### config.mk
export PLATFORM = sky130hd
export DESIGN_NAME = mem_responder
export DESIGN_NICKNAME = d
export VERILOG_FILES = /design/src/rtl/mem_responder.sv
export SDC_FILE = /design/constraint.sdc
export NUM_CORES = 2
export LEC_CHECK = 0
export CELL_PAD_IN_SITES_DETAIL_PLACEMENT = 1
export CELL_PAD_IN_SITES_GLOBAL_PLACEMENT = 2
export CORE_ASPECT_RATIO = 1.75
export CORE_MARGIN = 2
export CORE_UTILIZATION = 47
export CTS_CLUSTER_SIZE = 12
export DETAILED_ROUTE_END_ITERATION = 8
export PLACE_DENSITY_LB_ADDON = 0.1
export REMOVE_ABC_BUFFERS = 1
export SYNTH_ARGS = -nofsm -noshare
export SYNTH_HDL_FRONTEND = slang
export SYNTH_SLANG_ARGS = --single-unit
### constraint.sdc
create_clock -name clk -period 4.75 [get_ports clk]
set_input_delay 0.7125 -clock clk [delete_from_list [all_inputs] [get_ports clk]]
set_output_delay 0.7125 -clock clk [all_outputs]
set_load 0.05 [all_outputs]
### src/rtl/mem_responder.sv
// mem_responder: single-outstanding word memory responder.
// Accepts one load/store at a time, waits WAIT_CYCLES, then performs the
// access and holds the response until the initiator takes it.
module mem_responder #(
  parameter int DEPTH_WORDS = 64,
  parameter int WAIT_CYCLES = 2
) (
  input  logic        clk,
  input  logic        reset,
  input  logic        req_valid,
  input  logic        req_write,
  input  logic [31:0] req_addr,
  input  logic [31:0] req_wdata,
  input  logic [3:0]  req_wstrb,
  output logic        req_ready,
  output logic        rsp_valid,
  input  logic        rsp_ready,
  output logic [31:0] rsp_rdata,
  output logic        rsp_err
);

  localparam int         AW       = $clog2(DEPTH_WORDS);
  localparam logic [1:0] IDLE     = 2'd0;
  localparam logic [1:0] WAIT     = 2'd1;
  localparam logic [1:0] RESP     = 2'd2;
  localparam logic [3:0] CNT_INIT = (WAIT_CYCLES == 0) ? 4'd0 : 4'(WAIT_CYCLES - 1);

  logic [1:0]  r_state;
  logic [3:0]  r_cnt;
  logic        r_write;
  logic [31:0] r_addr;
  logic [31:0] r_wdata;
  logic [3:0]  r_wstrb;
  logic [31:0] r_rdata;
  logic        r_err;
  logic [31:0] r_mem [DEPTH_WORDS];

  logic          w_accept;
  logic          w_enter_resp;
  logic          w_op_write;
  logic [31:0]   w_op_addr;
  logic [31:0]   w_op_wdata;
  logic [3:0]    w_op_wstrb;
  logic          w_err;
  logic [AW-1:0] w_idx;
  logic          w_we;

  assign req_ready = (r_state == IDLE);
  assign rsp_valid = (r_state == RESP);
  assign rsp_rdata = r_rdata;
  assign rsp_err   = r_err;

  assign w_accept = req_valid & req_ready;

  // RESP is entered straight from IDLE only when there are no wait states,
  // in which case the request fields have not been latched yet.
  assign w_enter_resp = ((r_state == IDLE) && w_accept && (WAIT_CYCLES == 0)) ||
                        ((r_state == WAIT) && (r_cnt == 4'd0));

  // Select live inputs when committing on the acceptance edge, else the latched copy.
  always_comb begin
    w_op_write = r_write;
    w_op_addr  = r_addr;
    w_op_wdata = r_wdata;
    w_op_wstrb = r_wstrb;
    if (r_state == IDLE) begin
      w_op_write = req_write;
      w_op_addr  = req_addr;
      w_op_wdata = req_wdata;
      w_op_wstrb = req_wstrb;
    end
  end

  assign w_err = (w_op_addr[1:0] != 2'b00) || (w_op_addr[31:2] >= 30'(DEPTH_WORDS));
  assign w_idx = w_op_addr[AW+1:2];
  // Reset gates the commit so a store caught mid-flight never lands.
  assign w_we  = w_enter_resp & w_op_write & ~w_err & ~reset;

  // Storage: byte-enabled write on commit; contents survive reset.
  always_ff @(posedge clk) begin
    if (w_we) begin
      for (int b = 0; b < 4; b++) begin
        if (w_op_wstrb[b]) r_mem[w_idx][8*b +: 8] <= w_op_wdata[8*b +: 8];
      end
    end
  end

  // Control FSM, request latch and response registers.
  always_ff @(posedge clk or posedge reset) begin
    if (reset) begin
      r_state <= IDLE;
      r_cnt   <= 4'd0;
      r_write <= 1'b0;
      r_addr  <= 32'd0;
      r_wdata <= 32'd0;
      r_wstrb <= 4'd0;
      r_rdata <= 32'd0;
      r_err   <= 1'b0;
    end else begin
      if (w_enter_resp) begin
        r_err   <= w_err;
        r_rdata <= (w_err || w_op_write) ? 32'd0 : r_mem[w_idx];
      end
      case (r_state)
        IDLE: begin
          if (w_accept) begin
            r_write <= req_write;
            r_addr  <= req_addr;
            r_wdata <= req_wdata;
            r_wstrb <= req_wstrb;
            if (WAIT_CYCLES == 0) begin
              r_state <= RESP;
            end else begin
              r_state <= WAIT;
              r_cnt   <= CNT_INIT;
            end
          end
        end
        WAIT: begin
          if (r_cnt == 4'd0) r_state <= RESP;
          else               r_cnt   <= r_cnt - 4'd1;
        end
        RESP: begin
          if (rsp_ready) r_state <= IDLE;
        end
        default: r_state <= IDLE;
      endcase
    end
  end

endmodule

==> After elaboration in Yosys (flattened, before gate mapping) <==
Memory sizes are Yosys's and may differ from the RTL's.
Cells that the tools add are included.
{ "word_totals": {"register_bits": 108, "ram_bits": 2048, "word_cells": 57, "mem_count": 1} }
{ "memory_table": {"columns": ["memory", "depth", "word_bits", "read_ports", "rd_ports_with_merged_regs", "write_ports", "line_no", "rtl"], "rows": [
  ["r_mem", 64, 32, 1, 0, 1, "36", "logic [31:0] r_mem [DEPTH_WORDS];"]
]} }
{ "classes": {"addsub": 1, "magnitude_cmp": 1, "eq_ne": 6, "muxes": 24, "n_bitwise": 6, "reduce_logical": 10} }
{ "ops": {"columns": ["cell", "count"], "rows": [
  ["$mux 32", 3],
  ["$ge 30x7->1 const B", 1],
  ["$mux 1", 13],
  ["$mux 4", 3],
  ["$pmux 4 s2", 1],
  ["$mux 2", 3],
  ["$ne 2x1->1 const B", 3],
  ["$pmux 2 s3", 1],
  ["$reduce_and 3->1", 2],
  ["$and 1x1->1", 4],
  ["$logic_not 4->1", 1],
  ["$reduce_bool 2->1", 2],
  ["$sub 4x1->4 const B", 1],
  ["$eq 2x1->1 const B", 1],
  ["$eq 2x2->1 const B", 1],
  ["$logic_not 2->1", 1],
  ["$logic_or 1x1->1", 2],
  ["$ne 2x2->1 const B", 1],
  ["$not 1->1", 2],
  ["$reduce_and 2->1", 1],
  ["$logic_and 1x1->1", 1]
]} }

==> Longest topological paths before layout <==
{ "depth": {"word_depth": 9, "depth_mapped": 14, "depth_no_buf": 9} }

==> Least setup slack after synthesis <==
OpenSTA, ideal clock, no wires.
{ "synth_timing": {"kind": "register to register", "startpoint": "register r_state[1]", "endpoint": "memory r_mem[52][0] (enable)", "setup_time_ps": 383, "arrival_time_ps": 2977, "slack_ps": 1389, "stages_incl_launch_ff": 12, "period_less_slack_ps": 3361, "path_cell_list": "dfrtp_1 -> or2_1 -> buf_6 -> buf_6 -> nor3_2 -> nand4_1 -> a2111o_1 -> or3_4 -> a21o_1 -> buf_6 -> buf_6 -> nor3_1"} }
{ "synth_between": {"elab_chain_len": 9} }
{ "synth_lines": {"columns": ["element", "line_no", "rtl"], "rows": [
  ["start: declaration", "28", "logic [1:0] r_state;"],
  ["start signal: assignment", "91", "r_state <= IDLE;"],
  ["start signal: assignment", "112", "r_state <= RESP;"],
  ["start signal: assignment", "114", "r_state <= WAIT;"],
  ["$logic_not 2->1", "66", "if (r_state == IDLE) begin"],
  ["$mux 32", "66", null],
  ["$ge 30x7->1 / $reduce_bool 2->1 (equally long branches)", "74", "assign w_err = (w_op_addr[1:0] != 2'b00) || (w_op_addr[31:2] >= 30'(DEPTH_WORDS));"],
  ["$logic_or 1x1->1", "74", null],
  ["$not 1->1", "77", "assign w_we = w_enter_resp & w_op_write & ~w_err & ~reset;"],
  ["$and 1x1->1 (2 in a row)", "77", null],
  ["$mux 1", "81", "if (w_we) begin"],
  ["$mux 1 (implied by the code)", "83", "if (w_op_wstrb[b]) r_mem[w_idx][8*b +: 8] <= w_op_wdata[8*b +: 8];"],
  ["end: declaration", "36", null]
]} }
Several ways; a longest one is shown, not always the timed one.

==> Final worst setup path <==
{ "layout_timing": {"startpoint": "register r_addr[3]", "endpoint": "register r_rdata[10], in the netlist rsp_rdata[10]"} }
{ "layout_between": {"elab_chain_len": 5} }
{ "layout_lines": {"columns": ["element", "line_no", "rtl"], "rows": [
  ["start: declaration", "31", "logic [31:0] r_addr;"],
  ["start signal: assignment", "108", "r_addr <= req_addr;"],
  ["$mux 32 (*)", "66", null],
  ["$ge 30x7->1", "74", null],
  ["$logic_or 1x1->1", "74", null],
  ["$logic_or 1x1->1", "102", "r_rdata <= (w_err || w_op_write) ? 32'd0 : r_mem[w_idx];"],
  ["$mux 32 (*)", "102", null],
  ["end signal: assignment", "102", null],
  ["end: declaration", "34", "logic [31:0] r_rdata;"]
]} }
Every way passes the cells marked *; elsewhere a longest branch is shown, timed or not.
A chain may end at the register's enable or synchronous reset.

==> results_dict.tcl <==
set metrics [dict create \
    status "finished, final reports clean" \
    yosys_warnings 0 \
    crit_path_max_fanout 24 \
    place.gp.congestion 0.8739 \
    hold_path.class "primary input to flip-flop" \
    fin_crit_ps 4134 \
    postCtsSetupBuffers 0 \
    synthAdderAreaFrac_pct 0.03056 \
    synth-compound-area-share_pct 10.10 \
    synth_area_um2 81880 \
    start_util_pct 47.29 \
    yosysTopAreaCellShare_pct 75.11 \
    cpMaxStageDelayCell "o41ai_1" \
    ys_top_cells_by_count "edfxtp_1 (2048), nand2_1 (632), o22ai_1 (594)" \
    post-dp-hpwl_um 189000 \
    skew_ps 37.81 \
    ctsHoldBuffers 0 \
    grt_usage_pct 33.02 \
    area_delta_synth_final_pct 16.80 \
    p_leak_nw 31.56 \
    grt_pass1_wl_um 416700 \
    h-tree-depth 4 \
    cts_tree "yes" \
    grt_pass1_vias 55390 \
    pin_count 108 \
    reg2regPathDepth 8 \
    synth_top_family_by_area "compound AO/OA/AOI/OAI gates" \
    gr-total-overflow 0 \
    whs_path_depth 2 \
    clkSinkCount 2156 \
    antenna_found_initial 13 \
    timing.final.crit_share_pct 87.03 \
    core_area_um2 173100 \
    drt_iter0_drc 5698 \
    nets 5909 \
    final_layout_size_suffix_gt1_share_pct 17.32 \
    vias 53140 \
    cts.repair.resized 0 \
    ant_nets 0 \
    reg2reg_setup_slack_ps 620 \
    synth_simple_gate_area_share_pct 7.555 \
    synthCells 5295 \
    yosysMostFrequentCell "edfxtp_1" \
    async_flop_share_pct 5.009 \
    synth-edff-count 2048 \
    cp-end-kind "flip-flop" \
    crit_chain "nor2b_1 > a22oi_2 > buf_12 > buf_12 > o22ai_1 > o41ai_1 > o221ai_1 > o41ai_1" \
    fmax_ghz 0.2419 \
    worstReg2RegStart "r_addr[3]$_DFFE_PP0P_" \
    dr.pass1.iters 6 \
    syn_area_per_cell_um2 15.46 \
    setup_viol 0 \
    cts_buffers 211 \
    cts.root.buffer_cell "clkbuf_16" \
    cp_top_family "compound AO/OA/AOI/OAI gates" \
    ys_ff_latch 2156 \
    synth.area.mux_share_pct 1.493 \
    wl_um 294900 \
    max_cap_viol_count 0 \
    clock_latency_ps 900 \
    critPathMaxStageDelay_ps 1010 \
    tightest_slew_ps 1285 \
    port_buffers 107 \
    critPathRequiredTime_ps 5490 \
    ir_drop_mv 0.7860 \
    finalMaxSlewViolations 0 \
    hold_start "req_addr[15]" \
    die_width_um 319.5 \
    fillers 16210 \
    relSlewSlack_pct 14.06 \
    netlist-cell-type-count 69 \
    rr_endpoint "rsp_rdata[10]$_DFFE_PP0P_" \
    synthFlopType "edfxtp_1" \
    synth_seq_area_share_pct 78.41 \
    yosys-top-cells-area "edfxtp_1 (75%), o22ai_1 (4.5%), dfrtp_1 (3.3%)" \
    p_per_area_nw_per_um2 685.0 \
    hold-path-endpoint "r_addr[15]$_DFFE_PP0P_" \
    wl_per_cell_um 35.82 \
    hold_viol_final 0 \
    stdcell_count 8233 \
    fp-row-count 202 \
    rsz0062_at_grt "false" \
    fp.dieArea_um2 177700 \
    crit_arrival_ps 4870 \
    grt_max_degree 80 \
    cp_num_cells 8 \
    dp.cells 7865 \
    synth_xor_area_share_pct 0.02139 \
    drc_errors 0 \
    die_y_um 556.1 \
    start_kind "flip-flop" \
    critPathBufInv 2 \
    power_mw 65.50 \
    crit_type "flip-flop to flip-flop" \
    post_drt_via_cell_ratio 6.455 \
    cts_buffer_depth 4 \
    clk_pin_slew_ps 60 \
    synth_area_leader_cell "edfxtp_1" \
]
## layer usage
layer  routed length, um  vias to the layer above  global-route usage, %
li1                    -                    22050                      -
met1              108000                    28000                  39.82
met2              151200                     2395                  57.94
met3               18810                      691                  4.279
met4               16870                        8                  17.14
met5                  49                        -                      0
## metrics by stage
stage	setup TNS, ps	hold slack, ps	util [%]	area (um^2)	setup WS [ps]
detailed placement	-2.125	493.9	51.68	89470	-2.125
finish	0	437.7	55.24	95630	615.9
global route	0	442.2	55.24	95630	585.3
floorplan	-4887780	462.5	-	79960	-6826
global placement	0	483.8	51.68	89470	120.3
CTS	0	406.1	55.24	95630	648.8
## cells in the final DEF, fill, tap and decap left out, types with 6 or more instances in the layout
cell / count
a22oi_2: 6
a31oi_1: 64
a21oi_1: 273
dfrtp_1: 108
o22a_1: 10
a32o_1: 37
nand2_1: 589
o2111ai_1: 10
o22ai_1: 594
buf_12: 65
clkbuf_8: 10
a22oi_1: 14
o31ai_1: 42
clkbuf_1: 130
nor4_1: 68
a211oi_1: 10
nor3_2: 45
mux2_2: 72
o41ai_1: 32
edfxtp_1: 2048
nor2_1: 245
inv_1: 8
a32oi_1: 24
and3_1: 6
a211o_1: 6
clkbuf_16: 216
nand2_4: 11
nand3_1: 90
o21ai_0: 21
buf_4: 535
nand2_2: 32
nor3_1: 233
or4_1: 13
clkdlybuf4s50_1: 107
o221ai_1: 70
mux2i_1: 30
## registers in the layout (all words and copies together) (netlist names)
name,count
rsp_err,1
rsp_rdata,32
r_addr,32
r_mem,2048
r_wstrb,4
r_state,2
r_write,1
r_cnt,4
r_wdata,32
## kinds of logic (layout without fill, tap and decap cells)
| logic type | Yosys count | in the layout |
|---|---|---|
| flops | 2156 | 2156 |
| simple gates | 1373 | 1373 |
| compound gates | 1262 | 1262 |
| buf+inv | 391 | 1083 |
| mux | 109 | 109 |
| fa+ha+maj | 2 | 2 |
| xor+xnor | 2 | 2 |
| other cells | 0 | 2 |
## worst max path at each step
stage	startpoint	end
final	r_addr[3]$_DFFE_PP0P_	rsp_rdata[10]$_DFFE_PP0P_
after global routing	r_state[1]$_DFFE_PP0P_	rsp_rdata[27]$_DFFE_PP0P_
after CTS	r_state[1]$_DFFE_PP0P_	rsp_rdata[27]$_DFFE_PP0P_
after detailed placement	req_addr[4]	rsp_rdata[10]$_DFFE_PP0P_
after global placement	req_addr[3]	rsp_rdata[10]$_DFFE_PP0P_
after floorplan	req_addr[4]	r_mem[10][0]$_DFFE_PP_
## cell type report
class	instances	area [um^2]	area share, %
Clock buffer	356	6031	6.306
Multi-Input combinational cell	2748	16030	16.76
Tap cell	2244	2808	2.936
Clock inverter	10	127.6	0.1334
Antenna cell	2	5.005	0.005233
Timing Repair Buffer	707	6389	6.680
Sequential cell	2156	64200	67.13
Inverter	10	45.04	0.04710
## power by group
part           switching, mW  internal [mW]  leakage (nW)  total, mW
combinational           18.1           5.93          8.79       24.1
clock                   7.02           8.67          2.95       15.7
sequential             0.349           25.4          19.8       25.7
total                   25.5           40.0          31.6       65.5
(Power assumes the default switching activity.)
